$ cat src/rtl/noc_packet_responder_if.sv
// Flit handshake bundle between the NoC and the packet responder.
// The responder uses the slave modport; the NoC side (or a bench) uses master.
interface noc_packet_responder_if #(
    parameter int FLIT_WIDTH = 32
);
    logic [FLIT_WIDTH-1:0] rx_flit;
    logic                  rx_last;
    logic                  rx_valid;
    logic                  rx_ready;
    logic [FLIT_WIDTH-1:0] tx_flit;
    logic                  tx_last;
    logic                  tx_valid;
    logic                  tx_ready;

    modport slave (
        input  rx_flit, rx_last, rx_valid, tx_ready,
        output rx_ready, tx_flit, tx_last, tx_valid
    );

    modport master (
        output rx_flit, rx_last, rx_valid, tx_ready,
        input  rx_ready, tx_flit, tx_last, tx_valid
    );
endinterface

$ cat src/rtl/noc_packet_responder.sv
// Store-and-forward NoC endpoint: buffers one packet, swaps dest/src in the header
// and returns it to the sender; misaddressed packets are dropped, oversize ones truncated.
module noc_packet_responder #(
    parameter int FLIT_WIDTH = 32,
    parameter int DEST_WIDTH = 5,
    parameter int NODE_ID    = 0,
    parameter int DEPTH      = 16,
    parameter int CNT_WIDTH  = 16
) (
    input  logic                 clk,
    input  logic                 rst,
    noc_packet_responder_if.slave io,
    output logic [CNT_WIDTH-1:0] rx_pkt_count,
    output logic [CNT_WIDTH-1:0] drop_count,
    output logic [CNT_WIDTH-1:0] trunc_count
);
    localparam int FW = FLIT_WIDTH;
    localparam int DW = DEST_WIDTH;
    localparam int AW = $clog2(DEPTH);
    localparam int PW = AW + 1;
    localparam logic [DW-1:0] NODE_ADDR = NODE_ID[DW-1:0];

    localparam logic [0:0] ST_RX = 1'b0;
    localparam logic [0:0] ST_TX = 1'b1;

    logic [0:0]           state_q, state_d;
    logic [PW-1:0]        wr_ptr_q, wr_ptr_d;
    logic [PW-1:0]        rd_ptr_q, rd_ptr_d;
    logic [PW-1:0]        len_q, len_d;
    logic                 trunc_q, trunc_d;
    logic [FW-1:0]        tx_flit_q, tx_flit_d;
    logic                 tx_last_q, tx_last_d;
    logic                 tx_valid_q, tx_valid_d;
    logic [CNT_WIDTH-1:0] rx_cnt_q, rx_cnt_d;
    logic [CNT_WIDTH-1:0] drop_cnt_q, drop_cnt_d;
    logic [CNT_WIDTH-1:0] trunc_cnt_q, trunc_cnt_d;

    logic [FW-1:0] mem_q [DEPTH];

    logic          rx_hs_s;
    logic          tx_hs_s;
    logic          has_room_s;
    logic          mem_we_s;
    logic [FW-1:0] hdr_s;
    logic [PW-1:0] stored_len_s;
    logic          trunc_now_s;
    logic [PW-1:0] rd_next_s;

    function automatic logic [FW-1:0] rewrite_header(input logic [FW-1:0] f);
        return {f[FW-DW-1 -: DW], NODE_ADDR, f[FW-2*DW-1:0]};
    endfunction

    assign io.rx_ready   = (state_q == ST_RX);
    assign io.tx_flit    = tx_flit_q;
    assign io.tx_last    = tx_last_q;
    assign io.tx_valid   = tx_valid_q;
    assign rx_pkt_count  = rx_cnt_q;
    assign drop_count    = drop_cnt_q;
    assign trunc_count   = trunc_cnt_q;

    // Handshake qualifiers and packet bookkeeping derived from the current state.
    always_comb begin
        rx_hs_s      = (state_q == ST_RX) && io.rx_valid;
        tx_hs_s      = tx_valid_q && io.tx_ready;
        has_room_s   = (wr_ptr_q < PW'(DEPTH));
        mem_we_s     = rx_hs_s && has_room_s;
        // A single-flit packet's header is still on the bus, not yet in the buffer.
        hdr_s        = (wr_ptr_q == '0) ? io.rx_flit : mem_q[0];
        stored_len_s = has_room_s ? (wr_ptr_q + PW'(1)) : wr_ptr_q;
        trunc_now_s  = trunc_q || !has_room_s;
        rd_next_s    = rd_ptr_q + PW'(1);
    end

    // Next-state logic for the receive/transmit phases and status counters.
    always_comb begin
        state_d     = state_q;
        wr_ptr_d    = wr_ptr_q;
        rd_ptr_d    = rd_ptr_q;
        len_d       = len_q;
        trunc_d     = trunc_q;
        tx_flit_d   = tx_flit_q;
        tx_last_d   = tx_last_q;
        tx_valid_d  = tx_valid_q;
        rx_cnt_d    = rx_cnt_q;
        drop_cnt_d  = drop_cnt_q;
        trunc_cnt_d = trunc_cnt_q;
        case (state_q)
            ST_RX: begin
                if (rx_hs_s) begin
                    if (io.rx_last) begin
                        wr_ptr_d = '0;
                        trunc_d  = 1'b0;
                        if (hdr_s[FW-1 -: DW] != NODE_ADDR) begin
                            drop_cnt_d = drop_cnt_q + CNT_WIDTH'(1);
                        end else begin
                            rx_cnt_d = rx_cnt_q + CNT_WIDTH'(1);
                            if (trunc_now_s) begin
                                trunc_cnt_d = trunc_cnt_q + CNT_WIDTH'(1);
                            end else begin
                                trunc_cnt_d = trunc_cnt_q;
                            end
                            state_d    = ST_TX;
                            len_d      = stored_len_s;
                            rd_ptr_d   = '0;
                            tx_valid_d = 1'b1;
                            tx_flit_d  = rewrite_header(hdr_s);
                            tx_last_d  = (stored_len_s == PW'(1));
                        end
                    end else begin
                        wr_ptr_d = stored_len_s;
                        trunc_d  = trunc_now_s;
                    end
                end else begin
                    wr_ptr_d = wr_ptr_q;
                end
            end
            ST_TX: begin
                if (tx_hs_s) begin
                    if (tx_last_q) begin
                        state_d    = ST_RX;
                        rd_ptr_d   = '0;
                        wr_ptr_d   = '0;
                        tx_valid_d = 1'b0;
                        tx_last_d  = 1'b0;
                        tx_flit_d  = '0;
                    end else begin
                        rd_ptr_d  = rd_next_s;
                        tx_flit_d = mem_q[rd_next_s[AW-1:0]];
                        tx_last_d = (rd_next_s == (len_q - PW'(1)));
                    end
                end else begin
                    rd_ptr_d = rd_ptr_q;
                end
            end
            default: begin
                state_d    = ST_RX;
                wr_ptr_d   = '0;
                rd_ptr_d   = '0;
                trunc_d    = 1'b0;
                tx_valid_d = 1'b0;
                tx_last_d  = 1'b0;
                tx_flit_d  = '0;
            end
        endcase
    end

    // Control, output and counter registers.
    always_ff @(posedge clk or posedge rst) begin
        if (rst) begin
            state_q     <= ST_RX;
            wr_ptr_q    <= '0;
            rd_ptr_q    <= '0;
            len_q       <= '0;
            trunc_q     <= 1'b0;
            tx_flit_q   <= '0;
            tx_last_q   <= 1'b0;
            tx_valid_q  <= 1'b0;
            rx_cnt_q    <= '0;
            drop_cnt_q  <= '0;
            trunc_cnt_q <= '0;
        end else begin
            state_q     <= state_d;
            wr_ptr_q    <= wr_ptr_d;
            rd_ptr_q    <= rd_ptr_d;
            len_q       <= len_d;
            trunc_q     <= trunc_d;
            tx_flit_q   <= tx_flit_d;
            tx_last_q   <= tx_last_d;
            tx_valid_q  <= tx_valid_d;
            rx_cnt_q    <= rx_cnt_d;
            drop_cnt_q  <= drop_cnt_d;
            trunc_cnt_q <= trunc_cnt_d;
        end
    end

    // Packet buffer storage; contents are don't-care until written.
    always_ff @(posedge clk) begin
        if (mem_we_s) begin
            mem_q[wr_ptr_q[AW-1:0]] <= io.rx_flit;
        end
    end
endmodule

$ cat src/flat_wrapper.sv
// flat-port wrapper written by rule: the top's interface ports become plain ports
module noc_packet_responder_flat 
#(
    parameter int FLIT_WIDTH = 32,
    parameter int DEST_WIDTH = 5,
    parameter int NODE_ID    = 0,
    parameter int DEPTH      = 16,
    parameter int CNT_WIDTH  = 16
)
  (clk, rst, rx_pkt_count, drop_count, trunc_count, io_rx_flit, io_rx_last, io_rx_valid, io_tx_ready, io_rx_ready, io_tx_flit, io_tx_last, io_tx_valid);
  noc_packet_responder_if #(.FLIT_WIDTH(FLIT_WIDTH)) io_i ();
  input  logic clk;
  input  logic rst;
  output logic [CNT_WIDTH-1:0] rx_pkt_count;
  output logic [CNT_WIDTH-1:0] drop_count;
  output logic [CNT_WIDTH-1:0] trunc_count;
  input wire logic [$bits(io_i.rx_flit)-1:0] io_rx_flit;
  input wire logic [$bits(io_i.rx_last)-1:0] io_rx_last;
  input wire logic [$bits(io_i.rx_valid)-1:0] io_rx_valid;
  input wire logic [$bits(io_i.tx_ready)-1:0] io_tx_ready;
  output wire logic [$bits(io_i.rx_ready)-1:0] io_rx_ready;
  output wire logic [$bits(io_i.tx_flit)-1:0] io_tx_flit;
  output wire logic [$bits(io_i.tx_last)-1:0] io_tx_last;
  output wire logic [$bits(io_i.tx_valid)-1:0] io_tx_valid;
  assign io_i.rx_flit = io_rx_flit;
  assign io_i.rx_last = io_rx_last;
  assign io_i.rx_valid = io_rx_valid;
  assign io_i.tx_ready = io_tx_ready;
  assign io_rx_ready = io_i.rx_ready;
  assign io_tx_flit = io_i.tx_flit;
  assign io_tx_last = io_i.tx_last;
  assign io_tx_valid = io_i.tx_valid;
  noc_packet_responder #(.FLIT_WIDTH(FLIT_WIDTH), .DEST_WIDTH(DEST_WIDTH), .NODE_ID(NODE_ID), .DEPTH(DEPTH), .CNT_WIDTH(CNT_WIDTH)) u_core (.clk(clk), .rst(rst), .io(io_i), .rx_pkt_count(rx_pkt_count), .drop_count(drop_count), .trunc_count(trunc_count));
endmodule
$ cat config.mk
export PLATFORM = sky130hd
export DESIGN_NAME = noc_packet_responder_flat
export DESIGN_NICKNAME = d
export VERILOG_FILES = /design/src/rtl/noc_packet_responder_if.sv /design/src/rtl/noc_packet_responder.sv /design/src/flat_wrapper.sv
export SDC_FILE = /design/constraint.sdc
export NUM_CORES = 1
export LEC_CHECK = 0
export BUFFER_PORTS_ARGS = -buffer_cell sky130_fd_sc_hd__buf_4
export CAP_MARGIN = 20
export CELL_PAD_IN_SITES_DETAIL_PLACEMENT = 1
export CELL_PAD_IN_SITES_GLOBAL_PLACEMENT = 2
export CORE_ASPECT_RATIO = 1.1
export CORE_MARGIN = 8
export CORE_UTILIZATION = 43
export DETAILED_ROUTE_END_ITERATION = 7
export PLACE_DENSITY_LB_ADDON = 0.1
export SYNTH_ARGS = -nofsm -noshare
export SYNTH_HDL_FRONTEND = slang
export SYNTH_SLANG_ARGS = --single-unit
$ cat constraint.sdc
create_clock -name clk -period 3.4 [get_ports clk]
set_input_delay 0.17 -clock clk [delete_from_list [all_inputs] [get_ports clk]]
set_output_delay 0.17 -clock clk [all_outputs]
set_load 0.1 [all_outputs]
==> flow_metrics.py, run 1 <==
metrics = {
    "status": {
        "status": "completed",
    },
    "critical_path": {
        "cp_top_family": "simple AND/OR/NAND/NOR gates",
        "end_kind": "flop",
        "start_kind": "flop",
        "cp_max_fo": 15,
        "rrSetupSlack_ns": 0.64,
        "worstPathArrival_ns": 3.22,
        "worst-setup-path-type": "reg -> reg",
        "crit_slowest_cell": "or4b_4",
        "cp-startpoint": "u_core.wr_ptr_q[0]",
        "slowest_delay_ns": 0.62,
        "r2r-start": "u_core.wr_ptr_q[0]",
        "path_buf_inv": 2,
        "required_ns": 3.86,
        "critical_path.cell_chain": "inv_1 -> ha_1 -> or4b_4 -> and3_4 -> o21ai_4 -> and2_2 -> buf_4 -> o21ai_0",
    },
    "detailed_routing": {
        "wl_met1_um": 28400,
        "firstDrtPassIters": 7,
        "wire_per_inst_um": 27.2,
        "postRouteAntennaNets": 0,
        "wl_met2_um": 31400,
        "finalWirelength_um": 63800,
        "drc_errors": 0,
        "drtIter0Drc": 844,
        "vias": 13144,
        "met3_length_um": 2690,
        "top_layer": "met4",
        "via_per_inst": 5.61,
    },
    "placement": {
        "port_buffers": 119,
        "place_congestion": 0.755,
        "hpwl_um": 37200,
    },
    "cts": {
        "htree_levels": 3,
        "clk_pin_slew_ns": 0.06,
        "cts.sinks": 611,
        "ctsRootBufferMaster": "clkbuf_16",
        "clock_latency_ns": 0.59,
        "ctsResizeCount": 0,
        "cts_tree": "built",
        "cts_setup_buffers": 0,
        "cts_buffers": 66,
        "clock_path_buffers": 3,
    },
    "synth": {
        "synth-seq-cells": 611,
        "synth_ff_type": "edfxtp_1",
        "synth.distinct_cells": 51,
        "synth_top_area_share": 0.622,
        "syn_inst": 1330,
        "syn_area_mm2": 0.0247,
        "ys_seq_area_frac": 0.723,
        "syn-num-nets": 1376,
        "yosysWarnings": 0,
        "synth-edff-count": 512,
        "synth.area.top_cells": "edfxtp_1, mux4_2, dfrtp_1",
        "yosysTopAreaCell": "edfxtp_1",
        "synth_area_per_cell_um2": 18.6,
        "synthArstFlopShare": 0.162,
    },
    "pwr": {
        "ir_drop_v": 0.000400,
        "switching_share": 0.309,
        "clockPowerShare": 0.331,
        "power_w": 0.0210,
        "p_comb_frac": 0.261,
        "pwr-share-seq": 0.408,
        "power.switching_w": 0.00651,
        "internal-power_w": 0.0145,
        "powerDensity_mw_per_mm2": 715,
        "p_leak_nw": 10.5,
    },
    "floorplanning": {
        "ios": 120,
        "fp.dieH_um": 267,
        "rows": 92,
        "dieArea_mm2": 0.0654,
        "die_x_um": 245,
        "coreArea_mm2": 0.0571,
        "initial_core_util": 0.433,
    },
    "cells_and_area": {
        "drive_gt1_frac": 0.279,
        "nNetsFinal": 1585,
        "nFillCells": 5262,
        "multiInputGateArea_mm2": 0.00651,
        "area_growth_pct": 19.2,
        "regArea_mm2": 0.0179,
    },
    "grt": {
        "grt_pass1_vias": 14158,
        "grt_antenna_before_repair": 2,
        "grt.overflow.total": 0,
        "grt_pass1_wl_um": 95300,
        "grt_max_degree": 64,
        "grt_use_total": 0.197,
    },
    "sta": {
        "maxSlewViolCount": 0,
        "period_minus_slack_ns": 2.76,
        "rsz0062_at_grt": "no",
        "max_freq_mhz": 362,
        "hold_viol_final": 0,
        "setup_viol": 0,
        "fin_crit_sh": 0.812,
        "skew_ns": 0.0211,
        "slew_headroom": 0.454,
        "worst_pin_slew_ns": 0.817,
        "fin_tns_setup_ns": 0,
        "hold_slack_ns": 0.105,
    },
    "hold_path": {
        "hp-class": "in -> reg",
        "min-delay-start": "io_rx_valid",
    },
    "job": {
        "cap_violations": 0,
    },
}
cell usage in the layout, fill, tap and decap left out, drive strengths merged, types with 2 or more instances in the layout:
| master | Yosys | routed |
|---|---|---|
| a211oi | 4 | 4 |
| bufinv | 0 | 4 |
| xnor2 | 37 | 37 |
| o21a | 2 | 2 |
| mux2i | 82 | 82 |
| mux4 | 133 | 133 |
| dlygate4sd3 | 0 | 35 |
| ha | 9 | 9 |
| o21ai | 12 | 12 |
| nor2 | 25 | 25 |
| buf | 57 | 177 |
| a21oi | 58 | 58 |
| nor3b | 2 | 2 |
| nand3 | 36 | 36 |
| and2 | 4 | 4 |
| nor2b | 4 | 4 |
| and3 | 11 | 11 |
| dfrtp | 99 | 99 |
| edfxtp | 512 | 512 |
| inv | 37 | 40 |
| nand2 | 83 | 83 |
| clkinv | 0 | 18 |
| nand4 | 12 | 12 |
| nor3 | 19 | 19 |
| mux2 | 4 | 4 |
| diode | 0 | 2 |
| nand2b | 4 | 4 |
| clkbuf | 14 | 92 |
| a221oi | 27 | 27 |
| xor2 | 22 | 22 |
| a22o | 8 | 8 |
routing by layer:
metal / vias up / GRT usage
met1: 7070 / 0.267
met5: - / 0
met3: 85 / 0.0306
met4: 0 / 0.0601
met2: 278 / 0.326
li1: 5711 / -
power by group through the flow:
stage | clock network, W | logic, W | registers [W]
finish | 0.00696 | 0.00550 | 0.00859
global route | 0.00737 | 0.00580 | 0.00861
CTS | 0.00714 | 0.00558 | 0.00860
detailed placement | 0 | 0.00555 | 0.00874
global placement | 0 | 0.00550 | 0.00875
floorplan | 0 | 0.00274 | 0.00999
layout make-up:
class / instances / area share
Antenna cell: 2 / 0.000170
Clock buffer: 92 / 0.0629
Clock inverter: 26 / 0.00790
Inverter: 37 / 0.00480
Multi-Input combinational cell: 611 / 0.221
Sequential cell: 611 / 0.606
Tap cell: 752 / 0.0319
Timing Repair Buffer: 212 / 0.0651
through the flow:
step                       util  setup WS [ns]  area (µm²)  instances
after floorplan               -         0.0926       24700       1330
after global placement    0.473          0.675       27000       2188
after detailed placement  0.473          0.613       27000       2188
after CTS                 0.516          0.615       29500       2341
after global routing      0.516          0.535       29500       2341
final                     0.516          0.639       29500       2343
cell families after synthesis:
| group | after synthesis | synth area share |
|---|---|---|
| adders and majority gates | 9 | 0.00456 |
| and+or+nand+nor | 207 | 0.0422 |
| AOI/OAI and AO/OA | 117 | 0.0311 |
| buffers and inverters | 108 | 0.0218 |
| muxes | 219 | 0.156 |
| DFF | 611 | 0.723 |
| xor gates and xnor gates | 59 | 0.0215 |
registers in the layout, indices dropped and copies added, names as in the netlist:
signal and cells:
u_core.io.tx_flit 32, u_core.trunc_q 1, u_core.io.tx_last 1, u_core.io.tx_valid 1, u_core.rx_pkt_count 16, u_core.state_q 1
u_core.wr_ptr_q 5, u_core.len_q 5, u_core.trunc_count 16, u_core.drop_count 16, u_core.mem_q 512, u_core.rd_ptr_q 5
tightest hold or removal path, stage by stage:
cell and delay (ns):
buf_4 0.12, nor2b_1 0.17, a21oi_1 0.15, nor2_1 0.05
worst paths after layout:
check                                        end  cells past startpoint
setup / recovery              u_core.rd_ptr_q[1]                      8
hold / removal                    u_core.trunc_q                      4
setup reg to reg              u_core.rd_ptr_q[1]                      8
hold reg to reg            u_core.drop_count[15]                      1
max in group asynchronous  u_core.io.tx_flit[22]                      4
min in group asynchronous  u_core.io.tx_flit[20]                      3
synth_stat cells (all sizes together), types with 2 or more instances:
| master | instances |
|---|---|
| nand3 | 36 |
| nor3b | 2 |
| nand2 | 83 |
| edfxtp | 512 |
| o21ai | 12 |
| nand4 | 12 |
| nor2 | 25 |
| clkbuf | 14 |
| xnor2 | 37 |
| inv | 37 |
| a211oi | 4 |
| nand2b | 4 |
| a21oi | 58 |
| a22o | 8 |
| mux2i | 82 |
| and3 | 11 |
| dfrtp | 99 |
| buf | 57 |
| mux2 | 4 |
| and2 | 4 |
| nor3 | 19 |
| ha | 9 |
| xor2 | 22 |
| mux4 | 133 |
| nor2b | 4 |
| o21a | 2 |
| a221oi | 27 |
timing repair:
item,CTS,global route
endpoints found under the setup margin,0,0
hold buffers,35,0
endpoints found under the hold margin,554,0
No activity file was read; power rests on OpenSTA's default activity.
==> run 2, diff against run 1 <==
--- a/config.mk
+++ b/config.mk
@@ -11,7 +11,7 @@
 export CELL_PAD_IN_SITES_GLOBAL_PLACEMENT = 2
 export CORE_ASPECT_RATIO = 1.1
 export CORE_MARGIN = 8
-export CORE_UTILIZATION = 43
+export CORE_UTILIZATION = 47
 export DETAILED_ROUTE_END_ITERATION = 7
 export PLACE_DENSITY_LB_ADDON = 0.1
 export SYNTH_ARGS = -nofsm -noshare
==> constraint.sdc (replaced) <==
create_clock -name clk -period 2.84 [get_ports clk]
set_input_delay 0.142 -clock clk [delete_from_list [all_inputs] [get_ports clk]]
set_output_delay 0.142 -clock clk [all_outputs]
set_load 0.1 [all_outputs]
==> flow_metrics.py, run 2 (synthesis results as in run 1) <==
metrics = {
    "cts": {
        "ctsRootBufferMaster": "clkbuf_16",
        "clock_path_buffers": 3,
        "htree_levels": 2,
        "cts.sinks": 611,
        "cts_buffers": 60,
        "clock_latency_ns": 0.62,
        "clk_pin_slew_ns": 0.06,
        "cts_tree": "built",
    },
    "floorplanning": {
        "coreArea_mm2": 0.0522,
        "ios": 120,
        "fp.dieH_um": 256,
        "die_x_um": 235,
        "initial_core_util": 0.473,
        "rows": 88,
        "dieArea_mm2": 0.0602,
    },
    "critical_path": {
        "start_kind": "flop",
        "required_ns": 3.33,
        "r2r_end": "u_core.io.tx_flit[31]",
        "r2r-start": "u_core.wr_ptr_q[1]",
        "critical_path.cell_chain": "inv_1 -> ha_1 -> or4b_4 -> and3_4 -> o21ai_4 -> and2_2 -> buf_4 -> a21oi_1",
        "slowest_delay_ns": 0.53,
        "path_buf_inv": 2,
        "worstPathArrival_ns": 3.20,
        "worst-setup-path-type": "reg -> reg",
        "end_kind": "flop",
        "cp-startpoint": "u_core.wr_ptr_q[1]",
        "rr_worst_depth": 8,
        "cp.depth": 8,
        "crit_slowest_cell": "or4b_4",
        "cp_max_fo": 15,
        "rrSetupSlack_ns": 0.13,
        "cp_top_family": "simple AND/OR/NAND/NOR gates",
    },
    "grt": {
        "grt_use_met1": 0.276,
        "grt_pass1_vias": 14176,
        "grt_busiest_layer": "met2",
        "met3_usage": 0.0343,
        "grt_max_degree": 65,
        "grt.overflow.total": 0,
        "grt_antenna_before_repair": 0,
        "grt_pass1_wl_um": 93900,
        "grt_use_total": 0.208,
        "use_met2": 0.351,
    },
    "detailed_routing": {
        "wire_per_inst_um": 27.8,
        "finalWirelength_um": 63100,
        "firstDrtPassIters": 5,
        "via_per_inst": 5.80,
        "drc_errors": 0,
        "vias": 13166,
        "postRouteAntennaNets": 0,
        "drtIter0Drc": 872,
    },
    "pwr": {
        "powerDensity_mw_per_mm2": 841,
        "power.switching_w": 0.00778,
        "clockPowerShare": 0.315,
        "pwr-share-seq": 0.417,
        "switching_share": 0.316,
        "power_w": 0.0246,
        "p_leak_nw": 10.4,
        "internal-power_w": 0.0169,
        "ir_drop_v": 0.00113,
        "p_comb_frac": 0.268,
    },
    "cells_and_area": {
        "diodes": 0,
        "final_common_cell": "edfxtp_1",
        "nNetsFinal": 1589,
        "fin_util": 0.561,
        "largest_reg_flops": 512,
        "final_cells": 2270,
        "drive_gt1_frac": 0.284,
        "area_growth_pct": 18.5,
        "mostFrequentLayoutCells": "edfxtp_1, buf_4, mux4_2",
    },
    "sta": {
        "setup_viol": 0,
        "fin_crit_sh": 0.953,
        "skew_ns": 0.0198,
        "maxSlewViolCount": 0,
        "slew_headroom": 0.587,
        "rsz0062_at_grt": "no",
        "max_freq_mhz": 370,
        "worst_pin_slew_ns": 0.620,
        "hold_viol_final": 0,
        "period_minus_slack_ns": 2.71,
        "timing.final.ws_setup_ns": 0.134,
    },
    "job": {
        "cap_violations": 0,
    },
    "placement": {
        "place_inst": 2119,
        "hpwl_um": 37100,
        "place_congestion": 0.765,
        "port_buffers": 119,
        "place_ws_ns": 0.153,
    },
    "hold_path": {
        "hp-class": "in -> async",
    },
    "status": {
        "status": "completed",
    },
}
[run 2: how the worst max path moves through the flow]
| stage | endpoint | slack (ns) |
|---|---|---|
| after floorplan | u_core.mem_q[15][0] | -0.006 |
| after global placement | u_core.io.tx_flit[1] | 0.21 |
| after detailed placement | u_core.io.tx_flit[19] | 0.15 |
| after CTS | u_core.io.tx_flit[1] | 0.12 |
| after global routing | u_core.io.tx_flit[17] | 0.02 |
| final | u_core.io.tx_flit[31] | 0.13 |
[run 2: worst register-to-register path, stage by stage, from the launching register on]
cell and delay [ns]:
dfrtp_1 0.44, inv_1 0.12, ha_1 0.20, or4b_4 0.53
and3_4 0.20, o21ai_4 0.18, and2_2 0.42, buf_4 0.36
a21oi_1 0.14
[run 2: cell type report]
| type | instances | area [µm²] |
|---|---|---|
| Clock buffer | 82 | 1670 |
| Sequential cell | 611 | 17900 |
| Clock inverter | 32 | 259 |
| Tap cell | 675 | 845 |
| Fill cell | 4702 | 22900 |
| Inverter | 37 | 141 |
| Multi-Input combinational cell | 611 | 6510 |
| Timing Repair Buffer | 222 | 2000 |
[run 2: metrics by stage]
stage	cell area, µm²	hold WS, ns	setup TNS, ns
4_1_cts	29300	0.168	0
3_3_place_gp	27000	0.282	0
3_5_place_dp	27000	0.280	0
6_report	29300	0.176	0
2_1_floorplan	24700	0.241	-0.386
5_1_grt	29300	0.230	0
[run 2: power groups by stage]
stage	Sequential, W	Clock (W)	Combinational [W]
2_1_floorplan	0.0120	0	0.00328
3_3_place_gp	0.0105	0	0.00658
3_5_place_dp	0.0105	0	0.00665
4_1_cts	0.0103	0.00794	0.00670
5_1_grt	0.0103	0.00820	0.00695
6_report	0.0103	0.00776	0.00660
[run 2: timing repair]
item,CTS,global route
resized for setup,0,1
hold endpoints to repair,561,0
setup endpoints to repair,0,1
hold buffers,36,0
buffers inserted,0,0
[run 2: routing by layer]
metal,vias to the layer above,share of wire,wire length [µm]
met3,99,0.048,3050
li1,5704,-,-
met4,0,0.028,1740
met2,333,0.50,31300
met5,-,0,0
met1,7030,0.43,27000
==> run 3, diff against run 2 <==
--- a/config.mk
+++ b/config.mk
@@ -13,7 +13,7 @@
 export CORE_MARGIN = 8
 export CORE_UTILIZATION = 47
 export DETAILED_ROUTE_END_ITERATION = 7
-export PLACE_DENSITY_LB_ADDON = 0.1
+export PLACE_DENSITY = 0.75
 export SYNTH_ARGS = -nofsm -noshare
 export SYNTH_HDL_FRONTEND = slang
 export SYNTH_SLANG_ARGS = --single-unit
==> flow_metrics.py, run 3 (synthesis results as in run 1) <==
metrics = {
    "floorplanning": {
        "die_x_um": 235,
        "rows": 88,
        "dieArea_mm2": 0.0602,
        "initial_core_util": 0.473,
        "coreArea_mm2": 0.0522,
        "ios": 120,
        "fp.dieH_um": 256,
    },
    "placement": {
        "place_congestion": 0.749,
        "port_buffers": 119,
        "hpwl_um": 37700,
        "place_inst": 2135,
    },
    "critical_path": {
        "crit_top_cell": "mux2i_1",
        "start_kind": "flop",
        "rrSetupSlack_ns": 0.22,
        "cp-startpoint": "u_core.rd_ptr_q[0]",
        "critical_path.cell_chain": "ha_4 -> buf_12 -> buf_4 -> mux4_2 -> mux2i_1 -> mux2i_1 -> a221oi_1 -> a21oi_1",
        "worstPathArrival_ns": 3.10,
        "crit_slowest_cell": "mux4_2",
        "worst-setup-path-type": "reg -> reg",
        "rr_worst_depth": 8,
        "end_kind": "flop",
        "r2r-start": "u_core.rd_ptr_q[0]",
        "cp-endpoint": "u_core.io.tx_flit[21]",
        "slowest_delay_ns": 0.52,
        "cp_max_fo": 17,
        "required_ns": 3.32,
        "r2r_end": "u_core.io.tx_flit[21]",
    },
    "status": {
        "status": "completed",
    },
    "grt": {
        "grt_use_met1": 0.276,
        "grt_pass1_vias": 14509,
        "grt_antenna_before_repair": 2,
        "use_met2": 0.358,
        "grt.overflow.total": 0,
        "grt_pass1_wl_um": 95600,
        "met3_usage": 0.0374,
        "grt_max_degree": 49,
        "grt_busiest_layer": "met2",
        "grt_use_total": 0.213,
    },
    "cts": {
        "ctsResizeCount": 0,
        "cts_buffers": 60,
        "cts_tree": "built",
        "ctsRootBufferMaster": "clkbuf_16",
        "clock_path_buffers": 3,
        "clk_pin_slew_ns": 0.06,
        "cts.sinks": 611,
        "clock_latency_ns": 0.62,
        "htree_levels": 2,
    },
    "cells_and_area": {
        "final_cells": 2283,
        "area_growth_pct": 18.9,
        "final_common_cell": "edfxtp_1",
        "nNetsFinal": 1603,
        "mostFrequentLayoutCells": "edfxtp_1, buf_4, mux4_2",
        "drive_gt1_frac": 0.286,
        "largest_reg_flops": 512,
    },
    "job": {
        "cap_violations": 0,
    },
    "sta": {
        "fin_tns_setup_ns": 0,
        "max_freq_mhz": 382,
        "maxSlewViolCount": 0,
        "setup_viol": 0,
        "fin_crit_sh": 0.921,
        "skew_ns": 0.0187,
        "worst_pin_slew_ns": 0.616,
        "hold_viol_final": 0,
        "rsz0062_at_grt": "no",
        "slew_headroom": 0.589,
        "period_minus_slack_ns": 2.62,
    },
    "detailed_routing": {
        "vias": 13481,
        "drc_errors": 0,
        "finalWirelength_um": 64500,
        "via_per_inst": 5.90,
        "postRouteAntennaNets": 0,
        "firstDrtPassIters": 7,
        "drtIter0Drc": 1093,
        "wire_per_inst_um": 28.2,
    },
    "hold_path": {
        "hp-class": "in -> reg",
    },
    "pwr": {
        "p_leak_nw": 10.5,
        "powerDensity_mw_per_mm2": 838,
        "ir_drop_v": 0.000764,
    },
}
-- run 3: how the worst min path moves through the flow --
stage / cells after the start / start / slack [ns] / end
floorplan: 0 / io_rx_flit[0] / 0.24 / u_core.mem_q[0][0]
CTS: 4 / io_rx_valid / 0.01 / u_core.wr_ptr_q[3]
finish: 4 / io_rx_valid / 0.04 / u_core.wr_ptr_q[3]
detailed placement: 2 / rst / 0.17 / u_core.trunc_count[10]
global route: 4 / io_rx_valid / 0.06 / u_core.trunc_q
global placement: 2 / rst / 0.17 / u_core.trunc_count[10]
-- run 3: cell type report --
class / count / area (µm²)
multi-input cells: 611 / 6510
diodes: 1 / 2.50
fillers: 4677 / 22800
flip-flops and latches: 611 / 17900
inverters: 37 / 141
clock buffers: 88 / 1700
repair buffers: 236 / 2150
well taps: 675 / 845
clock inverters: 24 / 168
-- run 3: what timing repair did --
item	in CTS	in global routing
hold endpoints to repair	590	0
hold buffers	35	0
buffers inserted	0	0
-- run 3: per-layer routing --
metal  up-vias  wire [µm]
li1       5737          -
met1      7173      26600
met2       447      31900
met3       122       3760
met4         2       2180
met5         -         13
-- run 3: critical path: cells and delay by family (launching register included) --
| family | cells | cell delay, ns |
|---|---|---|
| flops | 1 | 0.50 |
| fa+ha+maj | 1 | 0.40 |
| compound gates | 2 | 0.36 |
| mux | 3 | 0.75 |
| buf+inv | 2 | 0.45 |
-- run 3: per-stage QoR --
step	instance area, µm²	hold WS, ns	setup slack (ns)	utilization	power (W)
after floorplan	24700	0.241	-0.00604	-	0.0152
after global placement	27200	0.167	0.250	0.520	0.0171
after global routing	29400	0.0650	0.0930	0.563	0.0254
after detailed placement	27200	0.168	0.238	0.520	0.0172
after CTS	29400	0.0105	0.195	0.563	0.0249
final	29400	0.0415	0.223	0.563	0.0246
-- run 3: where the power goes --
part | switching (W) | internal (W) | leakage [nW]
sequential | 0.000257 | 0.00997 | 5.86
combinational | 0.00414 | 0.00266 | 3.73
clock | 0.00328 | 0.00430 | 0.901
total | 0.00768 | 0.0169 | 10.5
